$ cat src/rtl/bcd_to_bin.sv
// Sequential BCD-to-binary converter (reverse double-dabble, one bit per clock)
// with valid/ready handshakes, digit-error flag and saturating overflow flag.
module bcd_to_bin #(
    parameter int DIGITS = 5,
    parameter int BIN_W  = 16
) (
    input  logic                  i_clk,
    input  logic                  i_rst,
    input  logic                  i_valid,
    output logic                  o_ready,
    input  logic [4*DIGITS-1:0]   i_bcd,
    output logic                  o_valid,
    input  logic                  i_ready,
    output logic [BIN_W-1:0]      o_bin,
    output logic                  o_ovf,
    output logic                  o_err
);

    localparam int W     = 4 * DIGITS;
    localparam int CNT_W = $clog2(W + 1);
    localparam int MAXW  = (W > BIN_W) ? W : BIN_W;
    localparam logic [CNT_W-1:0] LAST    = CNT_W'(W - 1);
    localparam logic [MAXW-1:0]  BIN_MAX = MAXW'({BIN_W{1'b1}});

    typedef enum logic [1:0] {IDLE, SHIFT, DONE} state_t;

    state_t             state_q, state_d;
    logic [CNT_W-1:0]   cnt_q, cnt_d;
    logic [W-1:0]       bcd_q, bcd_d;
    logic [W-1:0]       acc_q, acc_d;
    logic               derr_q, derr_d;
    logic [BIN_W-1:0]   bin_q, bin_d;
    logic               ovf_q, ovf_d;
    logic               err_q, err_d;

    logic [W-1:0]       bcd_sh, bcd_adj, acc_sh;
    logic [MAXW-1:0]    acc_x;
    logic               in_err;

    always_comb begin
        {bcd_sh, acc_sh} = {bcd_q, acc_q} >> 1;
        // Undo the doubling correction: nibbles that borrowed a carry of 8 drop back by 3.
        bcd_adj = bcd_sh;
        for (int i = 0; i < DIGITS; i++) begin
            if (bcd_sh[4*i +: 4] >= 4'd8) begin
                bcd_adj[4*i +: 4] = bcd_sh[4*i +: 4] - 4'd3;
            end
        end
        acc_x = MAXW'(acc_sh);

        in_err = 1'b0;
        for (int i = 0; i < DIGITS; i++) begin
            if (i_bcd[4*i +: 4] > 4'd9) begin
                in_err = 1'b1;
            end
        end
    end

    always_comb begin
        state_d = state_q;
        cnt_d   = cnt_q;
        bcd_d   = bcd_q;
        acc_d   = acc_q;
        derr_d  = derr_q;
        bin_d   = bin_q;
        ovf_d   = ovf_q;
        err_d   = err_q;

        case (state_q)
            IDLE: begin
                if (i_valid) begin
                    bcd_d   = i_bcd;
                    acc_d   = '0;
                    derr_d  = in_err;
                    cnt_d   = '0;
                    state_d = SHIFT;
                end
            end
            SHIFT: begin
                bcd_d = bcd_adj;
                acc_d = acc_sh;
                cnt_d = cnt_q + CNT_W'(1);
                if (cnt_q == LAST) begin
                    state_d = DONE;
                    if (derr_q) begin
                        err_d = 1'b1;
                        ovf_d = 1'b0;
                        bin_d = '0;
                    end else if (acc_x > BIN_MAX) begin
                        err_d = 1'b0;
                        ovf_d = 1'b1;
                        bin_d = '1;
                    end else begin
                        err_d = 1'b0;
                        ovf_d = 1'b0;
                        bin_d = acc_x[BIN_W-1:0];
                    end
                end
            end
            DONE: begin
                if (i_ready) begin
                    state_d = IDLE;
                end
            end
            default: state_d = IDLE;
        endcase
    end

    always_ff @(posedge i_clk or posedge i_rst) begin
        if (i_rst) begin
            state_q <= IDLE;
            cnt_q   <= '0;
            bcd_q   <= '0;
            acc_q   <= '0;
            derr_q  <= 1'b0;
            bin_q   <= '0;
            ovf_q   <= 1'b0;
            err_q   <= 1'b0;
        end else begin
            state_q <= state_d;
            cnt_q   <= cnt_d;
            bcd_q   <= bcd_d;
            acc_q   <= acc_d;
            derr_q  <= derr_d;
            bin_q   <= bin_d;
            ovf_q   <= ovf_d;
            err_q   <= err_d;
        end
    end

    assign o_ready = (state_q == IDLE);
    assign o_valid = (state_q == DONE);
    assign o_bin   = bin_q;
    assign o_ovf   = ovf_q;
    assign o_err   = err_q;

endmodule

$ cat config.mk
export PLATFORM = sky130hd
export DESIGN_NAME = bcd_to_bin
export DESIGN_NICKNAME = d
export VERILOG_FILES = /design/src/rtl/bcd_to_bin.sv
export SDC_FILE = /design/constraint.sdc
export NUM_CORES = 1
export LEC_CHECK = 0
export BUFFER_PORTS_ARGS = -buffer_cell sky130_fd_sc_hd__buf_2
export CAP_MARGIN = 20
export CORE_MARGIN = 2
export CORE_UTILIZATION = 50
export DETAILED_ROUTE_END_ITERATION = 8
export MAX_ROUTING_LAYER = met4
export PLACE_DENSITY = 0.71
export SLEW_MARGIN = 10
export SYNTH_ARGS = -nofsm -noshare
export SYNTH_HDL_FRONTEND = slang
export SYNTH_SLANG_ARGS = --single-unit
$ cat constraint.sdc
create_clock -name i_clk -period 2.25 [get_ports i_clk]
set_input_delay 0.1125 -clock i_clk [delete_from_list [all_inputs] [get_ports i_clk]]
set_output_delay 0.1125 -clock i_clk [all_outputs]
set_load 0.03 [all_outputs]
==> results of run 1 <==
state kept, by name (all words and copies together) (netlist names):
register  cells
bcd_q        20
acc_q        19
o_bin        16
cnt_q         5
state_q       2
derr_q        1
o_err         1
o_ovf         1
routing by layer:
layer | vias to the layer above | GRT usage, %
met3 | 4 | 2.82
li1 | 1164 | -
met5 | - | -
met2 | 39 | 29.3
met1 | 1139 | 27.6
met4 | 0 | 7.36
area by class of cell:
cell class              count  area, um2
clock buffers              10        138
clock inverters             6       90.1
fillers                   544       2600
inverters                  26       98.8
multi-input cells         199       1420
flip-flops and latches     65       1630
well taps                  77       96.3
repair buffers             51        278
timing repair:
item,4_1_cts,5_1_grt
buffers inserted,0,0
hold endpoints to repair,1,0
hold buffers,1,0
cell families (layout without fill, tap and decap cells):
group | after synthesis | count (layout)
AOI/OAI and AO/OA | 85 | 85
xor gates and xnor gates | 9 | 9
adders and majority gates | 9 | 9
buffers and inverters | 47 | 93
DFF | 65 | 65
muxes | 24 | 24
and+or+nand+nor | 72 | 72
Yosys cell counts, types with 9 or more instances:
library cell and number:
inv_1 25, a21oi_1 31, o22a_1 13, ha_1 9
o21ai_1 25, nand3_1 25, dfrtp_1 65, mux2_2 9
buf_2 10, mux2_4 9, nand2_1 15
power by group through the flow:
stage               Sequential [uW]  Clock, uW  Combinational (uW)
floorplan                      2270          0                1450
global route                   2190       1200                2280
global placement               2120          0                2000
finish                         2110       1110                2040
detailed placement             2130          0                2050
CTS                            2110       1140                2060
worst max-delay path: cells and delay by family, from the launching register on:
kind,cells,cell delay [ns]
buffers and inverters,2,0.53
flip-flops,1,0.51
AND/OR/NAND/NOR,1,0.36
final timing paths:
kind | start | endpoint | slack (ns) | depth (start not counted)
setup reg to reg | state_q[1] | o_bin[1] | 0.54 | 3
max in group asynchronous | i_rst | acc_q[15] | 1.67 | 3
setup / recovery | state_q[1] | o_ready | 0.42 | 3
hold / removal | i_rst | bcd_q[12] | 0.02 | 3
hold reg to reg | cnt_q[4] | cnt_q[4] | 0.49 | 1
min in group i_clk | i_bcd[19] | bcd_q[19] | 0.04 | 2
stage by stage:
step                worst slack, ns  cell area (um2)  util (%)  std cells
global placement              0.588             3510      55.3        417
finish                        0.423             3750      59.1        434
floorplan                     0.511             3270         -        311
global route                  0.346             3750      59.1        434
detailed placement            0.535             3510      55.3        417
CTS                           0.422             3750      59.1        434
==> metrics.csv, run 1 <==
stage,metric,value,unit
outcome,status,completed,
logic_synthesis,post-synth top area cell,dfrtp_1,
setup_path,Critical Path End Type,output port,
global_routing,gr ovfl total,0,
sta,Tmin final,1.83,ns
logic_synthesis,Syn Std Cell Area,3270,um2
logic_synthesis,Synth Area in Simple Gates,13.0,%
floorplanning,core box area,6350,um2
logic_synthesis,top cell type's share of synthesized area,49.8,%
routing,met2 routed WL,2940,um
logic_synthesis,Post-synth EDFFs,0,
setup_path,"Cell Chain, Critical Path",buf_4 > nor2_1 > buf_2,
clock_network,Worst-Skew Late Latency,0.33,ns
sta,Final setup viols,0,
logic_synthesis,compound-cell area share of the yosys netlist,15.7,%
global_routing,vias in the first global route,2303,
routing,# DRC,0,
placement,dpl hpwl,4130,um
floorplanning,boundary pin count,44,
routing,average vias per placed instance,5.41,
routing,first-pass iteration count of the detailed router,4,
setup_path,CP max stage cell,dfrtp_1,
sta,Final TNS setup,0,ns
logic_synthesis,post-synthesis cell type count,39,
logic_synthesis,mux cell area share after synthesis,9.08,%
job,number of max-cap violations,0,
layout,most frequent cells in the layout,"dfrtp_1, buf_2, a21oi_1, nand3_1, o21ai_1",
sta,final period utilization,81.2,%
logic_synthesis,XOR/XNOR Fraction of Synth Area,2.41,%
clock_network,CTS max path bufs,2,
logic_synthesis,YS warnings,0,
sta,slew margin rel.,45.0,%
layout,"most common cell after layout, fill and taps aside",dfrtp_1,
global_routing,largest net degree at the start of global routing,66,
power,Psw,2010,uW
power,logic gate share of total power,38.8,%
clock_network,post-CTS sizing,0,
logic_synthesis,register area share after synthesis,49.8,%
clock_network,clk root buf,clkbuf_8,
logic_synthesis,predominant post-synthesis flop cell,dfrtp_1,
routing,DR WL/cell,14.5,um
power,clock network power share,21.1,%
layout,Synth-to-Final Area Change,14.8,%
routing,Detailed Route WL,6300,um
logic_synthesis,"flops & latches, synth",65,
routing,vias,2346,
logic_synthesis,"Async S/R FF share, synth",100,%
clock_network,CTS buffer count,9,
power,Switching Share,38.2,%
power,register share of total power,40.2,%
logic_synthesis,Adder-Cell Fraction of Synth Area,3.45,%
global_routing,GRT Util Overall,19.7,%
setup_path,Arrival @ worst endpoint,1.71,ns
global_routing,antenna violations before repair,0,
logic_synthesis,Area contributors post-synth,"dfrtp_1, a21oi_1, mux2_4",
logic_synthesis,largest family of logic cells by synthesized area,compound AO/OA/AOI/OAI gates,
logic_synthesis,Post-Synthesis Cells,311,
layout,layout cells sized above 1,25.5,%
global_routing,first-pass GRT wire length,11000,um
sta,Tightest Pin Transition,0.825,ns
floorplanning,full die area,7200,um2
clock_network,CTS H-tree depth,3,
clock_network,Worst-path clk slew,0.07,ns
setup_path,CP max FO,13,
clock_network,CTS tree,yes,
setup_path,nature of the critical path startpoint,register,
sta,fin. max-slew vios,0,
setup_path,Setup CP Type,reg2out,
floorplanning,Starting Density,51.4,%
routing,top sig layer,met4,
floorplanning,row count,29,
placement,I/O Buffers,43,
logic_synthesis,Mapped Avg Cell Area,10.5,um2
setup_path,Critical Path RT,2.14,ns
routing,Met3 Wirelength,192,um
sta,top achievable clock speed,547,MHz
power,leakage,0.00185,uW
layout,ANT cells,0,
min_path,Hold Crit Class,in2async,
power,Power Total,5260,uW
routing,Final ANT Viol Nets,0,
floorplanning,die height,84.8,um
power,cell-internal power,3250,uW
sta,Hold Slack,0.0173,ns
routing,drt initial violations,196,
clock_network,Sink Count,65,
power,Power Density,1400,nW/um2
setup_path,CP max stage delay,0.51,ns
routing,M1 WL,3100,um
placement,final weighted congestion in routability-driven placement,0.791,
sta,"Hold Vio Cnt, Final",0,
power,maximum vdd drop,0.764,mV
sta,Setup Skew,0.0120,ns
logic_synthesis,syn_nets,344,
sta,RSZ-0062 raised after global routing,no,
layout,"Net count, final",385,
floorplanning,die width,84.8,um
(Power assumes the default switching activity.)
==> run 2, diff against run 1 <==
PLACE_DENSITY = 0.74   (was 0.71)
clock period = 1.5 ns   (was 2.25 ns; I/O delays follow)
==> run 2 against run 1 <==
Effect of this change: the run now ends with setup timing left; sequential power is 50% higher; design area grew 6.8%; sequential cell count unchanged; setup slack worse by 0.43 ns; first-iteration DRC count is 32% lower; clock power rose by 41%; non-clock buffer count up 21; largest power group is now combinational logic.
==> metrics.csv, run 2 (synthesis gave the netlist of run 1 again) <==
stage,metric,value,unit,change
clock_network,CTS buffer count,9,,unchanged
routing,first-pass iteration count of the detailed router,4,,unchanged
sta,slew margin rel.,57.1,%,was 45.0%
routing,DR WL/cell,14.5,um,about the same
power,Switching Share,38.4,%,was 38.2%
power,leakage,0.00197,uW,was 0.00185 uW
floorplanning,Starting Density,51.4,%,unchanged
setup_path,Critical R2R Launch,cnt_q[0],,was state_q[1]
sta,Final TNS setup,-0.0120,ns,was 0 ns
global_routing,antenna violations before repair,0,,unchanged
routing,average vias per placed instance,5.42,,was 5.41
layout,multi-input logic area,1450,um2,was 1420 um2
min_path,HP Start,i_bcd[2],,
sta,Tightest Pin Transition,0.643,ns,was 0.825 ns
setup_path,CP max stage cell,dfrtp_1,,unchanged
power,Power Density,2030,nW/um2,was 1400 nW/um2
setup_path,Critical Path End Type,register,,was output port
outcome,failing checks,setup timing,,
clock_network,Worst-path clk slew,0.07,ns,about the same
setup_path,Setup CP Type,reg2reg,,was reg2out
min_path,Hold Crit Class,in2reg,,was in2async
layout,most frequent cells in the layout,"dfrtp_1, buf_2, a21oi_1, nand3_1, o21ai_1",,unchanged
power,logic gate share of total power,41.8,%,was 38.8%
global_routing,gr ovfl total,0,,unchanged
floorplanning,row count,29,,unchanged
setup_path,Worst Setup SP,cnt_q[0],,was state_q[1]
power,clock network power share,19.3,%,was 21.1%
placement,DP Worst Slack,-0.00432,ns,was 0.535 ns
sta,top achievable clock speed,662,MHz,
global_routing,vias in the first global route,2327,,was 2303
power,cell-internal power,5000,uW,was 3250 uW
floorplanning,die width,84.8,um,unchanged
sta,final period utilization,101,%,
floorplanning,core box area,6350,um2,unchanged
placement,final weighted congestion in routability-driven placement,0.823,,was 0.791
floorplanning,full die area,7200,um2,unchanged
layout,layout cells sized above 1,29.6,%,was 25.5%
global_routing,GRT Util Overall,20.1,%,was 19.7%
layout,fillcell total,476,,was 544
layout,"most common cell after layout, fill and taps aside",dfrtp_1,,unchanged
clock_network,CTS max path bufs,2,,unchanged
floorplanning,die height,84.8,um,unchanged
layout,Sequential Area,1630,um2,about the same
sta,RSZ-0062 raised after global routing,yes,,was no
setup_path,CP max stage delay,0.39,ns,was 0.51 ns
sta,final setup margin,-0.00972,ns,was 0.423 ns
routing,vias,2464,,was 2346
job,number of max-cap violations,0,,unchanged
global_routing,largest net degree at the start of global routing,66,,unchanged
clock_network,CTS tree,yes,,unchanged
setup_path,CP max FO,11,,was 13
routing,Detailed Route WL,6590,um,was 6300 um
setup_path,"Cell Chain, Critical Path",ha_2 > and4bb_2 > nand2_4 > buf_12 > mux2_2,,was buf_4 > nor2_1 > buf_2
sta,"Hold Vio Cnt, Final",0,,unchanged
clock_network,Worst-Skew Late Latency,0.34,ns,was 0.33 ns
sta,Final setup viols,3,,was 0
setup_path,nature of the critical path startpoint,register,,unchanged
sta,Tmin final,1.51,ns,
power,Psw,3120,uW,was 2010 uW
clock_network,CTS H-tree depth,3,,unchanged
layout,Synth-to-Final Area Change,22.6,%,was 14.8%
placement,I/O Buffers,43,,unchanged
setup_path,Critical Path RT,1.73,ns,was 2.14 ns
outcome,status,"finished, violations left",,was completed
layout,"Net count, final",406,,was 385
clock_network,clk root buf,clkbuf_8,,unchanged
layout,Reg with most FFs,bcd_q,,unchanged
floorplanning,boundary pin count,44,,unchanged
layout,Largest register FFs,20,,unchanged
placement,dpl hpwl,4480,um,was 4130 um
setup_path,Arrival @ worst endpoint,1.74,ns,was 1.71 ns
power,maximum vdd drop,0.994,mV,was 0.764 mV
layout,ANT cells,0,,unchanged
clock_network,Sink Count,65,,unchanged
routing,Final ANT Viol Nets,0,,unchanged
routing,drt initial violations,133,,was 196
layout,fin cells,455,,was 434
sta,Hold Slack,0.0166,ns,was 0.0173 ns
layout,Layout Utilization,63.1,%,was 59.1%
global_routing,first-pass GRT wire length,11100,um,was 11000 um
routing,# DRC,0,,unchanged
sta,fin. max-slew vios,0,,unchanged
placement,Placed Cells,432,,was 417
power,register share of total power,38.8,%,was 40.2%
sta,Setup Skew,0.0105,ns,was 0.0120 ns
-- run 2: path summary, 6_finish.rpt --
check / end / slack, ns / cells past startpoint
max in group asynchronous: state_q[0] / 0.84 / 4
min in group asynchronous: bcd_q[14] / 0.37 / 4
hold / removal: bcd_q[2] / 0.02 / 3
setup reg to reg: o_bin[13] / -0.01 / 5
setup / recovery: o_bin[13] / -0.01 / 5
hold reg to reg: cnt_q[4] / 0.48 / 1
-- run 2: final cells by class --
cell class | instances | area share [%]
Clock buffer | 11 | 3.78
Timing Repair Buffer | 72 | 12.9
Multi-Input combinational cell | 199 | 36.1
Sequential cell | 65 | 40.6
Clock inverter | 5 | 1.56
Tap cell | 77 | 2.41
Inverter | 26 | 2.56
-- run 2: power groups by stage --
stage	sequential [uW]	clock (uW)	combinational, uW
finish	3160	1570	3400
global route	3260	1680	3770
CTS	3160	1610	3380
detailed placement	3190	0	3350
global placement	3150	0	3250
floorplan	3410	0	2180
-- run 2: critical path, delay by kind of cell, from the launching register on --
family        cells  cell delay [ns]
fa+ha+maj         1             0.19
buf+inv           1             0.14
flops             1             0.39
mux               1             0.34
simple gates      2             0.34
-- run 2: what timing repair did --
action,4_1_cts,5_1_grt
endpoints found under the hold margin,69,0
cloned,0,0
setup endpoints to repair,6,46
hold buffers,5,0
resized for setup,1,9
setup buffers,0,2
pin swaps,1,1
-- run 2: stage by stage --
step                      instance area (um2)  total power (uW)
final                                    4010              8130
after global routing                     4010              8710
after CTS                                3970              8140
after detailed placement                 3700              6540
after global placement                   3700              6390
after floorplan                          3280              5590
-- run 2: routing by layer --
layer,vias to the layer above,GRT usage [%],routed length (um)
met2,44,29.9,3160
met4,0,9.38,110
li1,1213,-,-
met1,1199,26.9,3130
met5,-,-,0
met3,8,3.60,189
==> run 3, diff against run 2 <==
ABC_AREA = 1   (was unset)
ABC_CLOCK_PERIOD_IN_PS = 1500   (was unset)
==> run 3 against run 2 <==
Effect of this change: the run now ends clean; synthesized cell count up 17%; power fell by 7.9%; first-iteration DRC count fell by 22%; maximum frequency increased by 15%; clock power fell by 7%; critical path depth increased by 1; highest routed layer unchanged.
==> metrics.csv, run 3 <==
stage,metric,value,unit,change
job,number of max-cap violations,0,,unchanged
sta,RSZ-0062 raised after global routing,no,,was yes
setup_path,Setup CP Type,reg2reg,,unchanged
layout,Synth-to-Final Area Change,21.9,%,was 22.6%
placement,dpl hpwl,4110,um,was 4480 um
logic_synthesis,"Async S/R FF share, synth",100,%,unchanged
logic_synthesis,Mapped Avg Cell Area,8.42,um2,was 10.5 um2
sta,Tightest Pin Transition,0.349,ns,was 0.643 ns
layout,fillcell total,528,,was 476
power,Power Density,2000,nW/um2,was 2030 nW/um2
setup_path,nature of the critical path startpoint,register,,unchanged
sta,Tmin final,1.31,ns,was 1.51 ns
sta,Setup Skew,0.00861,ns,was 0.0105 ns
logic_synthesis,post-synthesis cell type count,24,,was 39
clock_network,Sink Count,65,,unchanged
global_routing,first-pass GRT wire length,11000,um,was 11100 um
routing,drt initial violations,104,,was 133
logic_synthesis,Post-Synthesis Cells,364,,was 311
layout,most frequent cells in the layout,"nand2_1, dfrtp_1, buf_2, inv_1, nand3_1",,"was dfrtp_1, buf_2, a21oi_1, nand3_1, o21ai_1"
floorplanning,Starting Density,51.8,%,was 51.4%
routing,Final ANT Viol Nets,0,,unchanged
logic_synthesis,predominant post-synthesis flop cell,dfrtp_1,,unchanged
layout,"most common cell after layout, fill and taps aside",nand2_1,,was dfrtp_1
clock_network,clk root buf,clkbuf_8,,unchanged
global_routing,gr ovfl total,0,,unchanged
routing,average vias per placed instance,5.09,,was 5.42
logic_synthesis,top cell type's share of synthesized area,53.1,%,was 49.8%
routing,top sig layer,met4,,unchanged
layout,ANT cells,0,,unchanged
power,leakage,0.00192,uW,was 0.00197 uW
global_routing,GRT Util Overall,22.2,%,was 20.1%
floorplanning,die height,82.3,um,was 84.8 um
power,Switching Share,41.8,%,was 38.4%
routing,met2 routed WL,3120,um,was 3160 um
clock_network,CTS buffer count,9,,unchanged
clock_network,CTS H-tree depth,3,,unchanged
floorplanning,full die area,6770,um2,was 7200 um2
setup_path,worst reg-to-reg setup slack,0.19,ns,was -0.01 ns
placement,final weighted congestion in routability-driven placement,0.838,,was 0.823
routing,vias,2579,,was 2464
layout,Largest register FFs,20,,unchanged
power,logic gate share of total power,41.4,%,was 41.8%
sta,Final setup viols,0,,was 3
global_routing,largest net degree at the start of global routing,66,,unchanged
logic_synthesis,YS warnings,0,,unchanged
routing,Detailed Route WL,6350,um,was 6590 um
sta,Final TNS setup,0,ns,was -0.0120 ns
clock_network,Worst-path clk slew,0.07,ns,about the same
routing,first-pass iteration count of the detailed router,4,,unchanged
sta,slew margin rel.,76.8,%,was 57.1%
sta,"Hold Vio Cnt, Final",0,,unchanged
power,Power Total,7490,uW,was 8130 uW
layout,"Net count, final",460,,was 406
setup_path,Critical Path RT,1.78,ns,was 1.73 ns
power,cell-internal power,4360,uW,was 5000 uW
setup_path,Critical Path End Type,register,,unchanged
clock_network,Worst-Skew Late Latency,0.34,ns,about the same
routing,# DRC,0,,unchanged
logic_synthesis,Post-synth EDFFs,0,,unchanged
power,register share of total power,39.1,%,was 38.8%
power,maximum vdd drop,0.988,mV,was 0.994 mV
routing,Met3 Wirelength,313,um,was 189 um
power,clock network power share,19.4,%,was 19.3%
global_routing,antenna violations before repair,0,,unchanged
logic_synthesis,"count leader, synth",nand2_1,,was dfrtp_1
setup_path,Arrival @ worst endpoint,1.59,ns,was 1.74 ns
clock_network,post-CTS sizing,0,,was 1
routing,M1 WL,2850,um,was 3130 um
logic_synthesis,syn_nets,397,,was 344
floorplanning,row count,28,,was 29
placement,I/O Buffers,43,,unchanged
min_path,Hold Crit Class,in2reg,,unchanged
power,Psw,3130,uW,was 3120 uW
logic_synthesis,Area contributors post-synth,"dfrtp_1, nand2_1, nand3_1",,"was dfrtp_1, a21oi_1, mux2_4"
logic_synthesis,"flops & latches, synth",65,,unchanged
floorplanning,boundary pin count,44,,unchanged
floorplanning,core box area,5920,um2,was 6350 um2
logic_synthesis,post-synth top area cell,dfrtp_1,,unchanged
logic_synthesis,"top cells by count, synth","nand2_1, dfrtp_1, inv_1",,"was dfrtp_1, a21oi_1, inv_1, nand3_1, o21ai_1"
global_routing,vias in the first global route,2453,,was 2327
sta,top achievable clock speed,764,MHz,was 662 MHz
outcome,status,completed,,"was finished, violations left"
sta,fin. max-slew vios,0,,unchanged
logic_synthesis,register area share after synthesis,53.1,%,was 49.8%
sta,final period utilization,87.3,%,was 101%
layout,Reg with most FFs,bcd_q,,unchanged
floorplanning,die width,82.3,um,was 84.8 um
clock_network,CTS max path bufs,2,,unchanged
layout,layout cells sized above 1,18.3,%,was 29.6%
setup_path,CP max FO,18,,was 11
routing,DR WL/cell,12.5,um,was 14.5 um
logic_synthesis,Syn Std Cell Area,3060,um2,was 3270 um2
clock_network,CTS tree,yes,,unchanged
[run 3: per-stage QoR]
stage	setup WS, ns	instance area (um2)	cells	util (%)	hold slack, ns
after floorplan	0.00861	3070	364	-	0.161
after global placement	0.154	3390	477	57.2	0.193
after detailed placement	0.0850	3390	477	57.2	0.189
after CTS	0.0691	3710	506	62.7	0.00336
after global routing	0.0464	3730	507	63.1	0.0376
final	0.191	3730	507	63.1	0.0112
[run 3: worst max-delay path, stage by stage, from the launching register on]
cell     delay (ns)
dfrtp_1        0.39
ha_1           0.26
nand4_2        0.17
nor2_4         0.16
buf_12         0.15
nand2_1        0.06
nand2_1        0.05
[run 3: timing repair]
item / CTS / global route
endpoints found under the hold margin: 77 / 0
setup endpoints to repair: 0 / 18
setup buffers: 0 / 1
hold buffers: 13 / 0
[run 3: power by group through the flow]
stage	Sequential, uW	Clock, uW	Combinational (uW)
after global placement	2930	0	2990
after CTS	2930	1490	3120
after global routing	3030	1590	3560
after detailed placement	2970	0	3090
after floorplan	3150	0	2060
final	2930	1460	3100
[run 3: routing by layer]
layer | GRT usage (%) | vias up
met5 | - | -
met4 | 7.50 | 0
met3 | 7.83 | 9
met2 | 36.5 | 58
met1 | 25.2 | 1205
li1 | - | 1307
[run 3: cell families (layout without fill, tap and decap cells)]
logic type      Yosys count  count (layout)  synth area share [%]
compound gates           64              64                  12.0
xor+xnor                  1               1                 0.286
fa+ha+maj                 9               9                  3.68
buf+inv                  55             123                  7.84
flops                    65              65                  53.1
simple gates            170             170                  23.1
[run 3: final timing paths]
check                           startpoint   endpoint  depth (start not counted)
worst max-delay path              cnt_q[0]      o_ovf                          6
worst min-delay path             i_bcd[19]  bcd_q[19]                          3
worst max register to register    cnt_q[0]      o_ovf                          6
worst min register to register    o_bin[0]   o_bin[0]                          2
max in group asynchronous            i_rst   o_bin[2]                          4
min in group asynchronous            i_rst   bcd_q[9]                          4
[run 3: layout make-up]
class | count | area, um2 | share of cell area, %
repair buffers | 67 | 465 | 12.5
well taps | 75 | 93.8 | 2.51
clock buffers | 9 | 124 | 3.32
inverters | 40 | 154 | 4.12
multi-input cells | 244 | 1200 | 32.1
clock inverters | 7 | 71.3 | 1.91
flip-flops and latches | 65 | 1630 | 43.6
